**config.mk**
```make
export PLATFORM = sky130hd
export DESIGN_NAME = payment_change_ctrl
export DESIGN_NICKNAME = d
export VERILOG_FILES = /design/src/rtl/payment_change_ctrl.sv
export SDC_FILE = /design/constraint.sdc
export NUM_CORES = 1
export LEC_CHECK = 0
export CAP_MARGIN = 20
export CORE_AREA = 2 2 66 84
export DETAILED_ROUTE_END_ITERATION = 10
export DIE_AREA = 0 0 68 86
export PLACE_DENSITY = 0.84
export SLEW_MARGIN = 10
export SYNTH_ARGS = -nofsm -noshare
export SYNTH_HDL_FRONTEND = slang
export SYNTH_SLANG_ARGS = --single-unit
```
**constraint.sdc**
```tcl
create_clock -name clk -period 6.9 [get_ports clk]
set_clock_uncertainty 0.15 [all_clocks]
set_input_delay 0.69 -clock clk [delete_from_list [all_inputs] [get_ports clk]]
set_output_delay 0.69 -clock clk [all_outputs]
set_load 0.02 [all_outputs]
```
**src/rtl/payment_change_ctrl.sv**
```systemverilog
// Payment side of the vending machine: accumulates coins against a latched price,
// dispenses when fully paid, then returns change one yuan per pulse.
module payment_change_ctrl #(
    parameter int unsigned MAX_PAID = 99,
    parameter int unsigned CHG_GAP  = 4
) (
    input  logic       clk,
    input  logic       rst,
    input  logic [3:0] price,
    input  logic       coin1,
    input  logic       coin5,
    input  logic       coin10,
    input  logic       cancel,
    output logic [7:0] paid_bcd,
    output logic [7:0] change_bcd,
    output logic       dispense,
    output logic       change_pulse,
    output logic       coin_reject,
    output logic       busy,
    output logic [2:0] state
);

    localparam int unsigned GW = (CHG_GAP > 2) ? $clog2(CHG_GAP) : 1;
    localparam logic [7:0] MAX_P = 8'(MAX_PAID);

    typedef enum logic [2:0] {
        IDLE     = 3'd0,
        COLLECT  = 3'd1,
        DISPENSE = 3'd2,
        CHANGE   = 3'd3,
        WAIT_CLR = 3'd4
    } state_t;

    state_t        state_q, state_d;
    logic [3:0]    price_q, price_d;
    logic [6:0]    paid_q, paid_d;
    logic [6:0]    change_q, change_d;
    logic [GW-1:0] gap_q, gap_d;
    logic          dispense_q, dispense_d;
    logic          pulse_q, pulse_d;
    logic          reject_q, reject_d;

    logic          coin_any;
    logic [3:0]    coin_val;
    logic          coin_multi;
    logic [7:0]    paid_sum;

    function automatic logic [7:0] bin2bcd(input logic [6:0] b);
        logic [14:0] s;
        s = {8'b0, b};
        for (int unsigned i = 0; i < 7; i++) begin
            if (s[10:7] >= 4'd5)  s[10:7]  = s[10:7] + 4'd3;
            if (s[14:11] >= 4'd5) s[14:11] = s[14:11] + 4'd3;
            s = s << 1;
        end
        return s[14:7];
    endfunction

    always_comb begin
        coin_any   = coin1 | coin5 | coin10;
        coin_val   = '0;
        coin_multi = 1'b0;
        case ({coin10, coin5, coin1})
            3'b000:  coin_val = 4'd0;
            3'b001:  coin_val = 4'd1;
            3'b010:  coin_val = 4'd5;
            3'b100:  coin_val = 4'd10;
            default: coin_multi = 1'b1;
        endcase
        paid_sum = {1'b0, paid_q} + {4'b0, coin_val};
    end

    always_comb begin
        state_d    = state_q;
        price_d    = price_q;
        paid_d     = paid_q;
        change_d   = change_q;
        gap_d      = gap_q;
        dispense_d = 1'b0;
        pulse_d    = 1'b0;
        reject_d   = 1'b0;
        case (state_q)
            IDLE: begin
                reject_d = coin_any;
                if (price != 4'd0) begin
                    price_d = price;
                    state_d = COLLECT;
                end
            end
            COLLECT: begin
                if (cancel) begin
                    reject_d = coin_any;
                    change_d = paid_q;
                    paid_d   = '0;
                    gap_d    = '0;
                    state_d  = CHANGE;
                end else begin
                    if (coin_multi || (coin_any && paid_sum > MAX_P)) begin
                        reject_d = 1'b1;
                    end else if (coin_any) begin
                        paid_d = paid_sum[6:0];
                    end
                    // Decision uses the registered credit, so a completing coin dispenses one cycle later.
                    if (paid_q >= {3'b0, price_q}) begin
                        dispense_d = 1'b1;
                        state_d    = DISPENSE;
                    end
                end
            end
            DISPENSE: begin
                reject_d = coin_any;
                change_d = paid_q - {3'b0, price_q};
                paid_d   = '0;
                gap_d    = '0;
                state_d  = CHANGE;
            end
            CHANGE: begin
                reject_d = coin_any;
                if (change_q == '0) begin
                    state_d = WAIT_CLR;
                end else if (gap_q != '0) begin
                    gap_d = gap_q - GW'(1);
                end else begin
                    pulse_d  = 1'b1;
                    change_d = change_q - 7'd1;
                    gap_d    = GW'(CHG_GAP - 1);
                end
            end
            WAIT_CLR: begin
                reject_d = coin_any;
                if (price == 4'd0) state_d = IDLE;
            end
            default: state_d = IDLE;
        endcase
    end

    always_ff @(posedge clk or negedge rst) begin
        if (!rst) begin
            state_q    <= IDLE;
            price_q    <= '0;
            paid_q     <= '0;
            change_q   <= '0;
            gap_q      <= '0;
            dispense_q <= 1'b0;
            pulse_q    <= 1'b0;
            reject_q   <= 1'b0;
        end else begin
            state_q    <= state_d;
            price_q    <= price_d;
            paid_q     <= paid_d;
            change_q   <= change_d;
            gap_q      <= gap_d;
            dispense_q <= dispense_d;
            pulse_q    <= pulse_d;
            reject_q   <= reject_d;
        end
    end

    assign paid_bcd     = bin2bcd(paid_q);
    assign change_bcd   = bin2bcd(change_q);
    assign dispense     = dispense_q;
    assign change_pulse = pulse_q;
    assign coin_reject  = reject_q;
    assign busy         = (state_q != IDLE);
    assign state        = state_q;

endmodule
```
==> summary.md <==
| Metric | Value |
|---|---|
| Fin crit share | `0.950` |
| Per-cell routed wire length | `approximately 15 µm` |
| Hold_buf cts | `0` |
| TNS Setup | `0 ns` |
| Placed Cells | `about 450` |
| Critical Path AT | `between 5 and 6 ns` |
| Power Density | `~530 mW/mm²` |
| ANT nets after route | `0` |
| Post-synth EDFFs | `0` |
| Routability congestion estimate | `roughly 0.85` |
| Post-DP Area | `roughly 0.0034 mm²` |
| CTS tree | `yes` |
| Post-synth ARST share | `1.00` |
| Worst-Margin Slew | `0.873 ns` |
| Post-synth top area cell | `dfrtp_1` |
| Critical path endpoint category | `output pin` |
| # Post-CTS Setup Buffers | `0` |
| H-tree levels | `1` |
| Port bufs | `32` |
| Synth warnings | `0` |
| Peak VDD IR | `0.000307 V` |
| First-pass GRT wire length | `11,800 µm` |
| Period minus WS final | `approximately 6.6 ns` |
| Initial antenna violation count | `0` |
| Layout cells sized above 1 | `0.0861` |
| Register bit count reported by yosys | `26` |
| Hold Violations, Final | `0` |
| Vias | `roughly 2,800` |
| Kind of critical path | `register to output pin` |
| Multi-input logic area | `between 0.002 and 0.0025 mm²` |
| FILL cells | `421` |
| Remaining Overflow, GRT | `0` |
| Post-synthesis compound-gate area fraction | `0.270` |
| Total power | `1.87 mW` |
| Largest net degree at the start of global routing | `27` |
| Area growth from synthesis to layout | `12.6%` |
| DRT Pass-1 Iters | `4` |
| Initial core utilization | `0.622` |
| Post-DP HPWL | `5300 µm` |
| Die Span Y | `around 86 µm` |
| Largest family of logic cells by synthesized area | `compound AO/OA/AOI/OAI gates` |
| Die Wd | `roughly 70 µm` |
| PnR worst setup slack | `about 0.34 ns` |
| TritonCTS buffer count | `3` |
| CTS-repair resized insts | `0` |
| Fin. max-slew vios | `0` |
| Vias in the first global route | `around 2,700` |
| FF/Latch Area | `652 µm²` |
| Worst Reg-to-Reg Cells | `9` |
| Maximum clock frequency | `around 150 MHz` |
| Post-Place Worst Slack | `0.638 ns` |
| Synth Area per Inst | `between 8 and 9 µm²` |
| Via/cell ratio | `around 6` |
| Final Cell Area | `0.00351 mm²` |
| Number of distinct library cells after synthesis | `between 70 and 80` |
| Count leader, synth | `ha_1` |
| Core Area | `0.00501 mm²` |
| Hold Path Origin | `price_q[2]$_DFFE_PN0P_` |
| Die area | `a little under 0.006 mm²` |
| Clk root buf | `clkbuf_8` |
| Leakage | `around 1.6 nW` |
| Final cell count without fillers | `around 460` |
| Simple-Gate Fraction of Synth Area | `0.173` |
| Diode count | `0` |
| Top cells by area, synth | `dfrtp_1 (21%), ha_1 (15%), a21oi_1 (5.1%), xnor2_1 (4.5%), inv_1 (4.0%)` |
| Worst Path Required | `6.06 ns` |
| Adder-Cell Fraction of Synth Area | `0.165` |
| Setup crit start kind | `register` |
| XOR/XNOR Fraction of Synth Area | `0.0586` |
| Outcome | `completed` |
| Initial DRC Count | `120` |
| CP startpoint | `change_q[4]$_DFFE_PN0P_` |
| Setup violators final | `0` |
| # rows | `29` |
| Clock tree buffer depth | `2` |
| Min-delay worst type | `register to register` |
| Clock transition at path regs | `around 0.10 ns` |
| WHS Path Cells | `2` |
| Io pins | `33` |
| Clock latency at the later pin of the worst-skew pair | `0.27 ns` |
| Max-cap viol count | `0` |
| WL final | `roughly 6900 µm` |
| Share of the synthesized area in the top cell type | `0.209` |
| Post-synthesis sequential area ratio | `0.209` |
| Post-layout nets | `between 400 and 500` |
| Cells after Synth | `between 300 and 400` |
| Unrepaired setup endpoints after global routing | `false` |
| Post-synthesis mux area share | `0.0574` |
| Worst r2r src | `paid_q[0]$_DFFE_PN0P_` |
| Syn Nets | `between 400 and 500` |
| Clock sinks | `26` |
| Max-Slew Margin vs Limit | `0.418` |
| DRC | `0` |
| Synth Flop Type | `dfrtp_1` |
| CP Max Fanout | `10` |
| Top cells by count, synth | `ha_1 (37), inv_1 (33), a21oi_1 (32), nor2_1 (32), dfrtp_1 (26)` |
| GRT Overall Usage | `0.255` |
| Synth Cell Area | `roughly 0.0031 mm²` |
## final cells by class
| class | count | area share |
|---|---|---|
| multi-input cells | 299 | 0.643 |
| flip-flops and latches | 26 | 0.186 |
| repair buffers | 33 | 0.0934 |
| inverters | 33 | 0.0353 |
| well taps | 62 | 0.0221 |
| clock buffers | 3 | 0.0118 |
| clock inverters | 1 | 0.00856 |
## per-stage QoR
| step | util | hold slack, ns |
|---|---|---|
| floorplan | - | 0.244 |
| global placement | 0.686 | 0.322 |
| detailed placement | 0.686 | 0.333 |
| CTS | 0.700 | 0.355 |
| global route | 0.701 | 0.375 |
| finish | 0.701 | 0.352 |
## worst paths after layout
path / end / slack [ns]
worst max-delay path: change_bcd[2] / 0.34
worst min-delay path: price_q[2]$_DFFE_PN0P_ / 0.35
worst max register to register: paid_q[4]$_DFFE_PN0P_ / 3.81
worst min register to register: price_q[2]$_DFFE_PN0P_ / 0.35
max in group asynchronous: change_q[4]$_DFFE_PN0P_ / 5.69
min in group asynchronous: coin_reject$_DFF_PN0_ / 0.63
## where the power goes
group,total (mW),internal (mW),switching [mW]
combinational,1.46,0.641,0.822
sequential,0.279,0.204,0.0745
clock,0.129,0.0777,0.0516
## kinds of logic (layout without fill, tap and decap cells)
kind of cell,after synthesis,in the layout
XOR/XNOR,20,20
AND/OR/NAND/NOR,108,108
multiplexers,15,15
adder cells (fa/ha/maj),40,40
AO/OA/AOI/OAI,116,116
flip-flops,26,26
buffers and inverters,48,70
## placed cells by master (no fill, tap or decap), types with 5 or more instances in the layout
cell,netlist,final
inv_1,33,33
mux2i_2,6,6
a21oi_1,32,32
nand2b_1,9,9
nand3_1,5,5
nand2_1,23,23
dfrtp_1,26,25
clkdlybuf4s50_1,0,32
ha_1,37,37
a22o_1,7,7
a31oi_1,5,5
mux2i_1,7,7
o21ai_0,22,22
nor3_1,11,11
a211oi_1,6,6
a21o_1,7,7
nor2_1,32,32
xnor2_1,16,16
## registers in the layout, indices dropped and copies added (netlist names)
| name | cells |
|---|---|
| state | 3 |
| dispense | 1 |
| change_q | 7 |
| gap_q | 2 |
| price_q | 4 |
| change_pulse | 1 |
| paid_q | 7 |
| coin_reject | 1 |
## routing by layer
metal | part of all wire | global-route usage | vias up
met3 | 0.032 | 0.0262 | 17
li1 | - | - | 1383
met5 | 0 | 0 | -
met4 | 0.023 | 0.0909 | 0
met2 | 0.52 | 0.467 | 66
met1 | 0.42 | 0.296 | 1312
## worst max-delay path: stages (launching register included)
cell and delay, ns:
dfrtp_2 0.49, inv_1 0.18, ha_1 0.17, inv_1 0.05, ha_1 0.25, a21oi_1 0.23, xnor2_1 0.22, ha_1 0.30
nand2b_1 0.14, a21oi_1 0.29, o21ai_2 0.10, xnor2_2 0.25, ha_1 0.30, nand2b_1 0.17, a21oi_1 0.21, xnor2_1 0.13
ha_1 0.24, nor2b_1 0.17, a2111oi_1 0.53, nor3b_2 0.15, mux2i_1 0.23, clkdlybuf4s50_1 0.63
No activity file was read; power rests on OpenSTA's default activity.
